===== src/rtl/memory_pkg.sv =====
// rtl/memory_pkg.sv - shared bus, pipeline and control types for the memory stage
package memory_pkg;

    typedef enum logic [1:0] {
        MSIZE1 = 2'd0,
        MSIZE2 = 2'd1,
        MSIZE4 = 2'd2,
        MSIZE8 = 2'd3
    } msize_t;

    typedef struct packed {
        logic   regwrite;
        logic   memread;
        logic   memwrite;
        logic   memsext;
        msize_t msize;
    } ctl_t;

    typedef struct packed {
        logic        valid;
        logic [63:0] addr;
        msize_t      size;
        logic [7:0]  strobe;
        logic [63:0] data;
    } dbus_req_t;

    typedef struct packed {
        logic        addr_ok;
        logic        data_ok;
        logic [63:0] data;
    } dbus_resp_t;

    typedef struct packed {
        logic        valid;
        logic [63:0] pc;
        logic [31:0] raw_instr;
        logic [4:0]  dst;
        logic [4:0]  ra1;
        logic [4:0]  ra2;
        ctl_t        ctl;
        logic [63:0] aluout;
        logic [63:0] rd2;
    } execute_data_t;

    typedef struct packed {
        logic        valid;
        logic [63:0] pc;
        logic [31:0] raw_instr;
        logic [4:0]  dst;
        logic [4:0]  ra1;
        logic [4:0]  ra2;
        ctl_t        ctl;
        logic [63:0] aluout;
        logic [63:0] readdata;
    } memory_data_t;

    typedef enum logic {
        S_IDLE = 1'b0,
        S_WAIT = 1'b1
    } state_t;

    function automatic logic is_misaligned(input logic [2:0] off, input msize_t size);
        case (size)
            MSIZE1:  return 1'b0;
            MSIZE2:  return off[0];
            MSIZE4:  return |off[1:0];
            default: return |off;
        endcase
    endfunction

    function automatic memory_data_t to_mem(input execute_data_t e, input logic [63:0] rdata,
                                            input logic vld);
        memory_data_t m;
        m.valid     = vld;
        m.pc        = e.pc;
        m.raw_instr = e.raw_instr;
        m.dst       = e.dst;
        m.ra1       = e.ra1;
        m.ra2       = e.ra2;
        m.ctl       = e.ctl;
        m.aluout    = e.aluout;
        m.readdata  = rdata;
        return m;
    endfunction

endpackage


===== src/rtl/memory_memalign.sv =====
// rtl/memory_memalign.sv - byte-lane strobe/data placement and load extraction
module memalign
    import memory_pkg::*;
(
    input  logic [2:0]  offset_i,
    input  msize_t      size_i,
    input  logic        sext_i,
    input  logic [63:0] wdata_i,
    input  logic [63:0] rdata_i,
    output logic [7:0]  strobe_o,
    output logic [63:0] wdata_o,
    output logic [63:0] rdata_o
);

    logic [7:0]  lane_mask;
    logic [63:0] shifted;

    always_comb begin
        lane_mask = 8'h00;
        rdata_o   = 64'd0;
        shifted   = rdata_i >> {offset_i, 3'b000};
        case (size_i)
            MSIZE1: begin
                lane_mask = 8'h01;
                rdata_o   = {{56{sext_i & shifted[7]}}, shifted[7:0]};
            end
            MSIZE2: begin
                lane_mask = 8'h03;
                rdata_o   = {{48{sext_i & shifted[15]}}, shifted[15:0]};
            end
            MSIZE4: begin
                lane_mask = 8'h0F;
                rdata_o   = {{32{sext_i & shifted[31]}}, shifted[31:0]};
            end
            default: begin
                lane_mask = 8'hFF;
                rdata_o   = shifted;
            end
        endcase
        strobe_o = lane_mask << offset_i;
        wdata_o  = wdata_i << {offset_i, 3'b000};
    end

endmodule


===== src/rtl/memory.sv =====
// rtl/memory.sv - memory pipeline stage: issues data-bus requests and registers the M/W result
module memory
    import memory_pkg::*;
(
    input  logic          clk,
    input  logic          reset,
    input  execute_data_t dataE,
    input  logic          flushM,
    output logic          stallM,
    output dbus_req_t     dreq,
    input  dbus_resp_t    dresp,
    output memory_data_t  dataM,
    output logic          misalignM
);

    state_t        state_q, state_d;
    execute_data_t req_q, req_d;
    logic          flushed_q, flushed_d;
    memory_data_t  dataM_q, dataM_d;
    logic          misalign_q, misalign_d;

    logic [7:0]  strobe;
    logic [63:0] wdata;
    logic [63:0] load_data;
    logic        is_mem_e;
    logic        mis_e;
    logic        unused_ok;

    assign unused_ok = dresp.addr_ok ^ req_q.valid;

    memalign u_align (
        .offset_i (req_q.aluout[2:0]),
        .size_i   (req_q.ctl.msize),
        .sext_i   (req_q.ctl.memsext),
        .wdata_i  (req_q.rd2),
        .rdata_i  (dresp.data),
        .strobe_o (strobe),
        .wdata_o  (wdata),
        .rdata_o  (load_data)
    );

    assign is_mem_e = dataE.ctl.memread | dataE.ctl.memwrite;
    assign mis_e    = is_misaligned(dataE.aluout[2:0], dataE.ctl.msize);

    always_comb begin
        state_d       = state_q;
        req_d         = req_q;
        flushed_d     = flushed_q;
        dataM_d       = dataM_q;
        dataM_d.valid = 1'b0;
        misalign_d    = 1'b0;
        case (state_q)
            S_IDLE: begin
                if (dataE.valid && !flushM) begin
                    if (is_mem_e && !mis_e) begin
                        req_d     = dataE;
                        flushed_d = 1'b0;
                        state_d   = S_WAIT;
                    end else begin
                        dataM_d    = to_mem(dataE, 64'd0, 1'b1);
                        misalign_d = is_mem_e;
                    end
                end
            end
            default: begin
                // A flush seen at any point of the wait still lets the bus finish but kills the result.
                if (flushM) flushed_d = 1'b1;
                if (dresp.data_ok) begin
                    dataM_d = to_mem(req_q, req_q.ctl.memread ? load_data : 64'd0,
                                     !(flushed_q || flushM));
                    state_d = S_IDLE;
                end
            end
        endcase
    end

    always_comb begin
        stallM      = (state_q == S_WAIT);
        dreq.valid  = (state_q == S_WAIT);
        dreq.addr   = req_q.aluout;
        dreq.size   = req_q.ctl.msize;
        dreq.strobe = strobe;
        dreq.data   = wdata;
    end

    assign dataM     = dataM_q;
    assign misalignM = misalign_q;

    always_ff @(posedge clk or negedge reset) begin
        if (!reset) begin
            state_q    <= S_IDLE;
            req_q      <= '0;
            flushed_q  <= 1'b0;
            dataM_q    <= '0;
            misalign_q <= 1'b0;
        end else begin
            state_q    <= state_d;
            req_q      <= req_d;
            flushed_q  <= flushed_d;
            dataM_q    <= dataM_d;
            misalign_q <= misalign_d;
        end
    end

endmodule


===== config.mk =====
export PLATFORM = sky130hd
export DESIGN_NAME = memory
export DESIGN_NICKNAME = d
export VERILOG_FILES = /design/src/rtl/memory_pkg.sv /design/src/rtl/memory_memalign.sv /design/src/rtl/memory.sv
export SDC_FILE = /design/constraint.sdc
export NUM_CORES = 1
export LEC_CHECK = 0
export ABC_AREA = 1
export CORE_AREA = 4 4 275 277
export DETAILED_ROUTE_END_ITERATION = 8
export DIE_AREA = 0 0 279 281
export GPL_TIMING_DRIVEN = 0
export PLACE_DENSITY_LB_ADDON = 0.12
export SYNTH_ARGS = -nofsm -noshare
export SYNTH_HDL_FRONTEND = slang
export SYNTH_SLANG_ARGS = --single-unit

===== constraint.sdc =====
create_clock -name clk -period 2.2 [get_ports clk]
set_input_delay 0.55 -clock clk [delete_from_list [all_inputs] [get_ports clk]]
set_output_delay 0.55 -clock clk [all_outputs]
set_load 0.02 [all_outputs]

==> impl_metrics.env <==
export IMPL_violations="negative setup slack"
export IMPL_h_tree_depth=2
export IMPL_cts_root_buf="clkbuf_16"
export IMPL_powerDensity_nw_per_um2=1120
export IMPL_yosysTopAreaCell="dfrtp_1"
export IMPL_p_sw_w=0.0166
export IMPL_syn2layout_area_growth_pct=50.0
export IMPL_async_reset_ff_share_pct=100
export IMPL_cp_required_ns=1.65
export IMPL_die_x_um=279
export IMPL_grt_max_degree=117
export IMPL_postLayoutCoreUtil_pct=50.3
export IMPL_grt_use_total_pct=28.7
export IMPL_core_um2=72800
export IMPL_drt_wl_total_um=118000
export IMPL_hold_violations=0
export IMPL_rsz0062_at_grt="yes"
export IMPL_multi_input_area_um2=11200
export IMPL_synth_nets=3530
export IMPL_slew_viol_final=0
export IMPL_synth_seq_cells=494
export IMPL_drc=0
export IMPL_clk_path_buf_depth=3
export IMPL_finalCritPeriodShare_pct=128
export IMPL_synthTopCellsByArea="dfrtp_1, nand2_1, nand3_1, o21ai_0, buf_4"
export IMPL_yosysTopAreaCellShare_pct=50.7
export IMPL_ys_flop_type="dfrtp_1"
export IMPL_ir_worst_vdd_mv=0.736
export IMPL_path_class="flip-flop to primary output"
export IMPL_ys_seq_area_share_pct=50.7
export IMPL_switching_share_pct=40.5
export IMPL_viasPerCell=5.06
export IMPL_start_util_pct=33.5
export IMPL_regArea_um2=12400
export IMPL_ant_nets=0
export IMPL_drt_first_pass_iters=5
export IMPL_synth_cell_area_um2=24400
export IMPL_postLayoutCellArea_um2=36600
export IMPL_dp_hpwl_um=88900
export IMPL_crit_fanout=8
export IMPL_cp_end_kind="primary output"
export IMPL_max_freq_ghz=0.356
export IMPL_met1Wirelength_um=46300
export IMPL_worst_slack_ns=-0.608
export IMPL_seqPwrFrac_pct=31.3
export IMPL_die_area_um2=78400
export IMPL_synthCells=3215
export IMPL_internal_power_w=0.0244
export IMPL_cts_made_buffers=56
export IMPL_comb_power_share_pct=44.0
export IMPL_outcome="finished with violations"
export IMPL_cts_clk_slew_worst_paths_ns=0.06
export IMPL_gp_congestion=0.974
export IMPL_cts_tree="done"
export IMPL_p_leak_nw=18.8
export IMPL_grt_pass1_vias=25100
export IMPL_syn_mean_instance_area_um2=7.59
export IMPL_setup_violations_final=72
export IMPL_synth_cell_types=30
export IMPL_dp_cells=4878
export IMPL_nFillCells=7170
export IMPL_startpoint_type="flip-flop"
export IMPL_rows=99
export IMPL_wl_per_cell_um=23.3
export IMPL_tns_ns=-36.31
export IMPL_dpl_cell_area_um2=32700
export IMPL_skew_ns=0.0348
export IMPL_top_layer="met5"
export IMPL_hp_class="input pin to async pin"
export IMPL_finalPower_w=0.0411
export IMPL_slew_headroom_pct=47.3
export IMPL_wl_met3_um=10700
export IMPL_drive_gt1_share_pct=15.5
export IMPL_detailroute_via_count=25500
export IMPL_final_instance_count_excl_fill=5037
export IMPL_clock_latency_ns=0.64
export IMPL_critPathArrivalTime_ns=2.26
export IMPL_io_buffers=700
export IMPL_die_h_um=281
export IMPL_synth_edf_count=0
export IMPL_antenna_found_initial=26
export IMPL_period_minus_slack_ns=2.81
export IMPL_drt_initial_drc_count=1855
export IMPL_ios=702
export IMPL_wl_met2_um=55400
export IMPL_cts_sinks=494
export IMPL_tightestPinTransition_ns=0.790
export IMPL_overflow=0
export IMPL_drv_cap=0
export IMPL_final_nets=4335
export IMPL_yosysWarnings=0
export IMPL_power_share_clock_pct=24.6
export IMPL_grt_pass1_wl_um=169000
[final cells by class]
class | instances | share of cell area (%)
sequential | 494 | 33.8
multi-input combinational | 2358 | 30.5
timing repair buffer | 755 | 20.5
buffer | 285 | 5.66
clock buffer | 87 | 4.72
tap | 959 | 3.28
inverter | 70 | 0.772
clock inverter | 18 | 0.749
antenna | 11 | 0.0752
[cells by family after synthesis]
family	after synthesis	synth area share, %
flip-flops	494	50.7
AO/OA/AOI/OAI	284	6.33
AND/OR/NAND/NOR	2052	34.4
multiplexers	21	0.861
buffers and inverters	364	7.79
[synthesized netlist by cell type (2+ instances only)]
| library cell | instances |
|---|---|
| a21oi_1 | 53 |
| buf_1 | 18 |
| buf_2 | 85 |
| buf_4 | 91 |
| buf_6 | 11 |
| clkbuf_1 | 86 |
| clkbuf_2 | 3 |
| dfrtp_1 | 494 |
| inv_1 | 64 |
| inv_2 | 6 |
| mux2i_1 | 21 |
| nand2_1 | 1510 |
| nand2_4 | 2 |
| nand3_1 | 489 |
| nor2_1 | 41 |
| o211ai_1 | 40 |
| o21ai_0 | 144 |
| o21ai_1 | 34 |
| o22ai_1 | 9 |
| o31ai_1 | 2 |
| or2_2 | 3 |
[power by group through the flow]
stage                     Sequential (W)  Clock (W)  Combinational [W]
after floorplan                   0.0139          0            0.00704
after CTS                         0.0128     0.0103             0.0170
after global placement            0.0129          0             0.0162
after global routing              0.0131     0.0107             0.0192
final                             0.0129     0.0101             0.0181
after detailed placement          0.0129          0             0.0162
[through the flow]
stage	setup WS (ns)	hold WS [ns]
after floorplan	0.0205	0.254
after global placement	-23.04	0.450
after detailed placement	-1.27	0.459
after CTS	-0.582	0.425
after global routing	-0.676	0.459
final	-0.608	0.436
[worst max-delay path, stage by stage (launching register included)]
cell     delay (ns)
dfrtp_2        0.44
buf_8          0.15
buf_12         0.15
buf_12         0.16
mux2i_4        0.20
nand2_2        0.11
o21ai_2        0.09
o21ai_2        0.17
buf_6          0.14
[placed cells by master, fill, tap and decap left out, types with 19 or more instances in the layout]
| cell | synthesis | layout |
|---|---|---|
| a21oi_1 | 53 | 50 |
| inv_1 | 64 | 58 |
| dfrtp_1 | 494 | 490 |
| buf_4 | 91 | 144 |
| nand2_2 | 1 | 23 |
| o211ai_1 | 40 | 40 |
| nand3_1 | 489 | 482 |
| dlygate4sd2_1 | 0 | 222 |
| o21ai_2 | 1 | 36 |
| nor2_4 | 1 | 24 |
| clkbuf_16 | 0 | 61 |
| buf_6 | 11 | 78 |
| buf_12 | 0 | 19 |
| buf_2 | 85 | 60 |
| dlymetal6s2s_1 | 0 | 38 |
| o21ai_0 | 144 | 75 |
| clkdlybuf4s50_1 | 0 | 362 |
| clkbuf_8 | 0 | 26 |
| nand2_1 | 1510 | 1479 |
| o21ai_4 | 0 | 23 |
| clkbuf_2 | 3 | 24 |
| clkbuf_1 | 86 | 60 |
| o21ai_1 | 34 | 45 |
[metal layers]
layer | track usage [%] | vias up
met5 | 0 | -
met4 | 10.8 | 24
met3 | 9.15 | 273
met2 | 47.3 | 1023
met1 | 35.3 | 12300
li1 | - | 11900
[registers in the layout, summed over array words and instances (netlist names)]
| register | count |
|---|---|
| dataM | 246 |
| dreq | 66 |
| flushed_q | 1 |
| misalignM | 1 |
| req_q | 179 |
| stallM | 1 |
[final timing paths]
check	start	to	slack (ns)	cells after the start
worst min register to register	req_q[198]$_DFFE_PN0P_	req_q[198]$_DFFE_PN0P_	0.47	2
max in group asynchronous	reset	dataM[149]$_DFFE_PN0P_	0.29	4
min in group clk	dataE[50]	req_q[50]$_DFFE_PN0P_	0.46	3
worst max-delay path	dreq[74]$_DFFE_PN0P_	dreq[57]	-0.61	8
worst min-delay path	reset	req_q[50]$_DFFE_PN0P_	0.44	2
worst max register to register	dreq[74]$_DFFE_PN0P_	dataM[37]$_DFFE_PN0P_	0.04	13
[repair_timing]
item	CTS	global route
hold buffers	1	0
endpoints found under the setup margin	629	634
setup buffers	26	17
pin swaps	34	42
hold endpoints to repair	85	0
cloned	2	7
resized for setup	953	245
(Power assumes the default switching activity.)
